**config.mk**
```make
export PLATFORM = sky130hd
export DESIGN_NAME = vx_tcu_csr_bank
export DESIGN_NICKNAME = d
export VERILOG_FILES = /design/src/rtl/vx_tcu_csr_bank.sv
export SDC_FILE = /design/constraint.sdc
export NUM_CORES = 1
export LEC_CHECK = 0
export CORE_UTILIZATION = 62
export DETAILED_ROUTE_END_ITERATION = 10
export GPL_TIMING_DRIVEN = 0
export MAX_ROUTING_LAYER = met4
export PLACE_DENSITY = 0.89
export SYNTH_ARGS = -nofsm -noshare
export SYNTH_HDL_FRONTEND = slang
export SYNTH_SLANG_ARGS = --single-unit
```
**constraint.sdc**
```tcl
create_clock -name clk_i -period 7.9 [get_ports clk_i]
set_input_delay 1.185 -clock clk_i [delete_from_list [all_inputs] [get_ports clk_i]]
set_output_delay 1.185 -clock clk_i [all_outputs]
set_load 0.01 [all_outputs]
```
**src/rtl/vx_tcu_csr_bank.sv**
```systemverilog
// CSR-side A/B/C tile bank for the tensor core: CSR fills A/B, the TCU streams pairs out and pushes C back.
// Latency: CSR reads and TCU pair reads return one cycle after the strobe; all pulses are registered.
// Backpressure: none; accesses not legal in the current state are dropped and flagged on csr_err_o.
module vx_tcu_csr_bank #(
    parameter int TILE_SIZE  = 4,
    parameter int DATA_WIDTH = 32,
    parameter int ADDR_W     = $clog2(4 * TILE_SIZE)
) (
    input  logic                  clk_i,
    input  logic                  rst_ni,
    input  logic                  csr_write_en_i,
    input  logic                  csr_read_en_i,
    input  logic [ADDR_W-1:0]     csr_addr_i,
    input  logic [DATA_WIDTH-1:0] csr_write_data_i,
    output logic [DATA_WIDTH-1:0] csr_read_data_o,
    output logic                  csr_read_valid_o,
    output logic                  csr_err_o,
    output logic                  load_ready_o,
    input  logic                  read_enable_i,
    output logic [DATA_WIDTH-1:0] read_data_a_o,
    output logic [DATA_WIDTH-1:0] read_data_b_o,
    output logic                  read_valid_o,
    output logic                  load_done_o,
    input  logic                  write_enable_i,
    input  logic [DATA_WIDTH-1:0] write_data_i,
    output logic                  store_done_o,
    output logic                  result_valid_o
);

    localparam int PW = $clog2(TILE_SIZE);

    typedef enum logic [2:0] {
        S_FILL    = 3'd0,
        S_ARMED   = 3'd1,
        S_SERVE   = 3'd2,
        S_COLLECT = 3'd3,
        S_DONE    = 3'd4
    } state_e;

    state_e                state_q, state_d;
    logic [TILE_SIZE-1:0]  a_vld_q, a_vld_d;
    logic [TILE_SIZE-1:0]  b_vld_q, b_vld_d;
    logic [PW-1:0]         rd_ptr_q, rd_ptr_d;
    logic [PW-1:0]         wr_ptr_q, wr_ptr_d;

    logic [DATA_WIDTH-1:0] a_mem [TILE_SIZE];
    logic [DATA_WIDTH-1:0] b_mem [TILE_SIZE];
    logic [DATA_WIDTH-1:0] c_mem [TILE_SIZE];

    logic [DATA_WIDTH-1:0] csr_read_data_q;
    logic                  csr_read_valid_q;
    logic                  csr_err_q;
    logic [DATA_WIDTH-1:0] read_data_a_q;
    logic [DATA_WIDTH-1:0] read_data_b_q;
    logic                  read_valid_q;
    logic                  load_done_q;
    logic                  store_done_q;

    // Offsets are tile-aligned because TILE_SIZE is a power of two: the top two
    // address bits select A/B/C/control and the low bits index the word.
    logic [1:0]            region;
    logic [PW-1:0]         idx;
    assign region = csr_addr_i[ADDR_W-1 -: 2];
    assign idx    = csr_addr_i[PW-1:0];

    logic                  a_we, b_we, c_we;
    logic                  pair_acc, last_pair, last_push, err;
    logic [DATA_WIDTH-1:0] csr_rd_word;

    // CSR read mux over the old storage contents (read-before-write on collisions).
    always_comb begin
        csr_rd_word = '0;
        case (region)
            2'd0:    csr_rd_word = a_mem[idx];
            2'd1:    csr_rd_word = b_mem[idx];
            2'd2:    csr_rd_word = c_mem[idx];
            default: csr_rd_word = '0;
        endcase
    end

    // Access legality, storage strobes and next-state decode.
    always_comb begin
        state_d   = state_q;
        a_vld_d   = a_vld_q;
        b_vld_d   = b_vld_q;
        rd_ptr_d  = rd_ptr_q;
        wr_ptr_d  = wr_ptr_q;
        a_we      = 1'b0;
        b_we      = 1'b0;
        c_we      = 1'b0;
        pair_acc  = 1'b0;
        last_pair = 1'b0;
        last_push = 1'b0;
        err       = 1'b0;

        // Control offset (CLEAR and everything above it) is not readable.
        if (csr_read_en_i && region == 2'd3) begin
            err = 1'b1;
        end

        if (csr_write_en_i) begin
            case (region)
                2'd0: begin
                    if (state_q == S_FILL) begin
                        a_we         = 1'b1;
                        a_vld_d[idx] = 1'b1;
                    end else begin
                        err = 1'b1;
                    end
                end
                2'd1: begin
                    if (state_q == S_FILL) begin
                        b_we         = 1'b1;
                        b_vld_d[idx] = 1'b1;
                    end else begin
                        err = 1'b1;
                    end
                end
                2'd2: err = 1'b1;
                default: begin
                    if (idx != '0 || state_q != S_DONE) begin
                        err = 1'b1;
                    end
                end
            endcase
        end

        if (read_enable_i) begin
            if (state_q == S_ARMED || state_q == S_SERVE) begin
                pair_acc  = 1'b1;
                last_pair = (rd_ptr_q == PW'(TILE_SIZE - 1));
            end else if (state_q == S_FILL || state_q == S_COLLECT) begin
                err = 1'b1;
            end
        end

        if (write_enable_i) begin
            if (state_q == S_COLLECT) begin
                c_we      = 1'b1;
                last_push = (wr_ptr_q == PW'(TILE_SIZE - 1));
            end else begin
                err = 1'b1;
            end
        end

        case (state_q)
            S_FILL: begin
                if (&a_vld_d && &b_vld_d) begin
                    state_d = S_ARMED;
                end
            end
            S_ARMED, S_SERVE: begin
                if (pair_acc) begin
                    rd_ptr_d = rd_ptr_q + PW'(1);
                    state_d  = last_pair ? S_COLLECT : S_SERVE;
                end
            end
            S_COLLECT: begin
                if (c_we) begin
                    wr_ptr_d = wr_ptr_q + PW'(1);
                    if (last_push) begin
                        state_d = S_DONE;
                    end
                end
            end
            S_DONE: begin
                if (csr_write_en_i && region == 2'd3 && idx == '0) begin
                    a_vld_d  = '0;
                    b_vld_d  = '0;
                    rd_ptr_d = '0;
                    wr_ptr_d = '0;
                    state_d  = S_FILL;
                end
            end
            default: state_d = S_FILL;
        endcase
    end

    // Control state and registered outputs; reset aborts any transfer in flight.
    always_ff @(posedge clk_i or negedge rst_ni) begin
        if (!rst_ni) begin
            state_q          <= S_FILL;
            a_vld_q          <= '0;
            b_vld_q          <= '0;
            rd_ptr_q         <= '0;
            wr_ptr_q         <= '0;
            csr_read_data_q  <= '0;
            csr_read_valid_q <= 1'b0;
            csr_err_q        <= 1'b0;
            read_data_a_q    <= '0;
            read_data_b_q    <= '0;
            read_valid_q     <= 1'b0;
            load_done_q      <= 1'b0;
            store_done_q     <= 1'b0;
        end else begin
            state_q          <= state_d;
            a_vld_q          <= a_vld_d;
            b_vld_q          <= b_vld_d;
            rd_ptr_q         <= rd_ptr_d;
            wr_ptr_q         <= wr_ptr_d;
            csr_read_valid_q <= csr_read_en_i;
            if (csr_read_en_i) begin
                csr_read_data_q <= csr_rd_word;
            end
            csr_err_q        <= err;
            read_valid_q     <= pair_acc;
            if (pair_acc) begin
                read_data_a_q <= a_mem[rd_ptr_q];
                read_data_b_q <= b_mem[rd_ptr_q];
            end
            load_done_q      <= pair_acc && last_pair;
            store_done_q     <= last_push;
        end
    end

    // Tile storage survives reset; only the valid masks are cleared.
    always_ff @(posedge clk_i) begin
        if (a_we) a_mem[idx] <= csr_write_data_i;
        if (b_we) b_mem[idx] <= csr_write_data_i;
        if (c_we) c_mem[wr_ptr_q] <= write_data_i;
    end

    assign csr_read_data_o  = csr_read_data_q;
    assign csr_read_valid_o = csr_read_valid_q;
    assign csr_err_o        = csr_err_q;
    assign load_ready_o     = (state_q == S_ARMED);
    assign read_data_a_o    = read_data_a_q;
    assign read_data_b_o    = read_data_b_q;
    assign read_valid_o     = read_valid_q;
    assign load_done_o      = load_done_q;
    assign store_done_o     = store_done_q;
    assign result_valid_o   = (state_q == S_DONE);

endmodule

```
==> flow_metrics.py <==
metrics = {
    "global_routing": {
        "grt_start_max_net_pins": 73,
        "grt_use_total_pct": 33.0,
        "overflow": 0,
        "grt_pass1_wl_mm": 78.7,
        "grt_pass1_vias": 12700,
        "antenna_found_initial": 3,
    },
    "placed_design": {
        "pre_cts_ws_ns": 4.14,
        "placed_cells": 1724,
        "hpwl_mm": 34.2,
        "port_buffers": 175,
        "place_congestion": 0.912,
    },
    "floorplan": {
        "initial_utilization_pct": 63.4,
        "core_area_um2": 32800,
        "die_area_um2": 34300,
        "die_h_um": 185,
        "ios": 177,
        "std_cell_rows": 66,
        "chipWidth_um": 185,
    },
    "clocking": {
        "hold_buffers": 0,
        "clock-root-buffer": "clkbuf_16",
        "cts_buffers": 47,
        "cts_setup_buffers": 0,
        "clock_latency_ns": 0.55,
        "h-tree-depth": 2,
        "cts_tree": "done",
        "cts.clk_slew.worst_paths_ns": 0.06,
        "cts_buffer_depth": 3,
        "ctsResizeCount": 0,
        "cts_num_sinks": 500,
    },
    "synth": {
        "ys_types": 51,
        "avgSynthCellArea_um2": 19.0,
        "synth_area_leader_cell": "edfxtp_1",
        "syn_inst": 1093,
        "synth_seq_area_share_pct": 69.4,
        "synth_area_leaders": "edfxtp_1, dfrtp_1, mux4_2",
        "async_flop_share_pct": 23.2,
        "ys_seq_elements": 500,
        "yosys_warnings": 0,
        "synth_flop_cell": "edfxtp_1",
        "synth_edf_count": 384,
        "synth_fp_nets": 1172,
        "syn_area_um2": 20800,
        "synth_top_area_share_pct": 55.5,
    },
    "cells_and_area": {
        "fin_cells": 1812,
        "multiInputGateArea_um2": 5890,
        "final_cell_mix": "edfxtp_1, clkdlybuf4s50_1, mux4_2",
        "areaGrowthSynthToFinish_pct": 19.5,
        "drive_above_1_share_pct": 21.1,
        "regArea_um2": 14400,
        "layout.nets": 1410,
        "layout.filler_cells": 1721,
        "mostFrequentLayoutCell": "edfxtp_1",
    },
    "timing": {
        "fin_ws_ns": 4.45,
        "max_slew_margin_pct": 36.9,
        "hold_viol_final": 0,
        "setup_tns_ns": 0,
        "max_freq_mhz": 290,
        "fin_crit_ns": 3.45,
        "finalCritPeriodShare_pct": 43.6,
        "tightest_slew_ns": 0.943,
        "rsz0062_at_grt": "no",
        "fin_skew_ns": 0.0107,
        "finalMaxSlewViolations": 0,
        "setup_violations": 0,
    },
    "worst_setup_path": {
        "crit_fanout": 10,
        "cp.arrival_ns": 2.26,
        "crit_required_ns": 6.71,
        "worstSetupEndpointType": "output pin",
        "criticalPathCategory": "flip-flop to output pin",
        "timing.reg2reg.setup_slack_ns": 5.39,
        "start_kind": "flip-flop",
    },
    "drt": {
        "drt_iter0_drc": 1751,
        "ant_nets": 0,
        "num_vias": 12300,
        "routed_wl_mm": 52.6,
        "post_drt_wl_per_cell_um": 29.0,
        "vias_per_cell": 6.79,
        "first_pass_iters": 7,
        "post-route-drc-count": 0,
    },
    "power_and_ir_drop": {
        "vdd_drop_max_uv": 224,
        "p_leak_nw": 8.54,
        "power_mw": 7.22,
        "power_density_nw_per_um2": 291,
    },
    "flow_run": {
        "max_cap_violations": 0,
    },
    "min_path": {
        "min_path_type": "flip-flop to flip-flop",
    },
    "run_status": {
        "outcome": "complete, no violations",
    },
}
==> where the power goes <==
part,internal (mW),total (mW),switching (mW)
Clock,1.21,2.14,0.932
Combinational,0.969,1.81,0.841
Sequential,3.10,3.27,0.164
Total,5.28,7.22,1.94
==> cells by family after synthesis <==
| family | after synthesis | synth area share [%] |
|---|---|---|
| flip-flops | 500 | 69.4 |
| multiplexers | 259 | 20.6 |
| AND/OR/NAND/NOR | 126 | 3.03 |
| AO/OA/AOI/OAI | 121 | 4.05 |
| buffers and inverters | 80 | 2.51 |
| adder cells (fa/ha/maj) | 5 | 0.301 |
| XOR/XNOR | 2 | 0.120 |
==> path summary, 6_finish.rpt <==
kind,start,end,cells past startpoint
min in group asynchronous,rst_ni,read_data_b_o[3]$_DFFE_PN0P_,1
worst min register to register,read_data_b_o[27]$_DFFE_PN0P_,read_data_b_o[27]$_DFFE_PN0P_,1
worst max register to register,state_q[2]$_DFFE_PN0P_,b_mem[2][24]$_DFFE_PP_,5
worst min-delay path,read_data_b_o[27]$_DFFE_PN0P_,read_data_b_o[27]$_DFFE_PN0P_,1
worst max-delay path,state_q[2]$_DFFE_PN0P_,result_valid_o,3
max in group asynchronous,rst_ni,read_data_b_o[25]$_DFFE_PN0P_,2
==> metrics by stage <==
step	utilization, %	cell area [um2]	hold WS (ns)
after floorplan	-	20800	0.449
after global placement	70.4	23100	0.467
after detailed placement	71.4	23400	0.474
after CTS	75.8	24800	0.487
after global routing	75.8	24800	0.500
final	75.8	24800	0.483
==> per-layer routing <==
layer | track usage, % | vias up | share of wire [%]
li1 | - | 4940 | -
met5 | - | - | 0
met4 | 13.3 | 0 | 3.8
met1 | 43.8 | 6241 | 36
met2 | 51.3 | 941 | 49
met3 | 6.15 | 185 | 12
==> synth_stat cells (6+ instances only) <==
| cell type | count |
|---|---|
| a31oi_1 | 33 |
| clkbuf_1 | 30 |
| buf_6 | 17 |
| and2_1 | 8 |
| mux2_1 | 47 |
| dfrtp_1 | 116 |
| mux2_2 | 19 |
| a221oi_1 | 32 |
| nand2b_1 | 6 |
| buf_2 | 18 |
| o21ai_1 | 31 |
| nand2_1 | 37 |
| edfxtp_1 | 384 |
| inv_1 | 6 |
| mux4_2 | 128 |
| nor2_1 | 48 |
| mux2i_1 | 65 |
==> cell type report <==
type / instances / area share [%]
Clock buffer: 78 / 5.65
Tap cell: 442 / 2.23
Clock inverter: 7 / 0.146
Sequential cell: 500 / 58.1
Inverter: 6 / 0.0906
Buffer: 74 / 2.01
Multi-Input combinational cell: 513 / 23.7
Timing Repair Buffer: 189 / 8.04
Antenna cell: 3 / 0.0302
==> state kept, by name, indices dropped and copies added, names as in the netlist <==
register and cells:
read_data_b_o 32, wr_ptr_q 2, state_q 3, rd_ptr_q 2, store_done_o 1, b_mem 128, b_vld_q 4, read_data_a_o 32
a_mem 128, read_valid_o 1, c_mem 128, a_vld_q 4, csr_read_data_o 32, csr_err_o 1, load_done_o 1, csr_read_valid_o 1
==> worst max-delay path, cell delays in order (launching register included) <==
cell and delay, ns:
dfrtp_1 0.38, buf_2 0.28, nor3b_4 0.39, clkdlybuf4s50_1 0.66
Power figures use the tool's default switching activity.
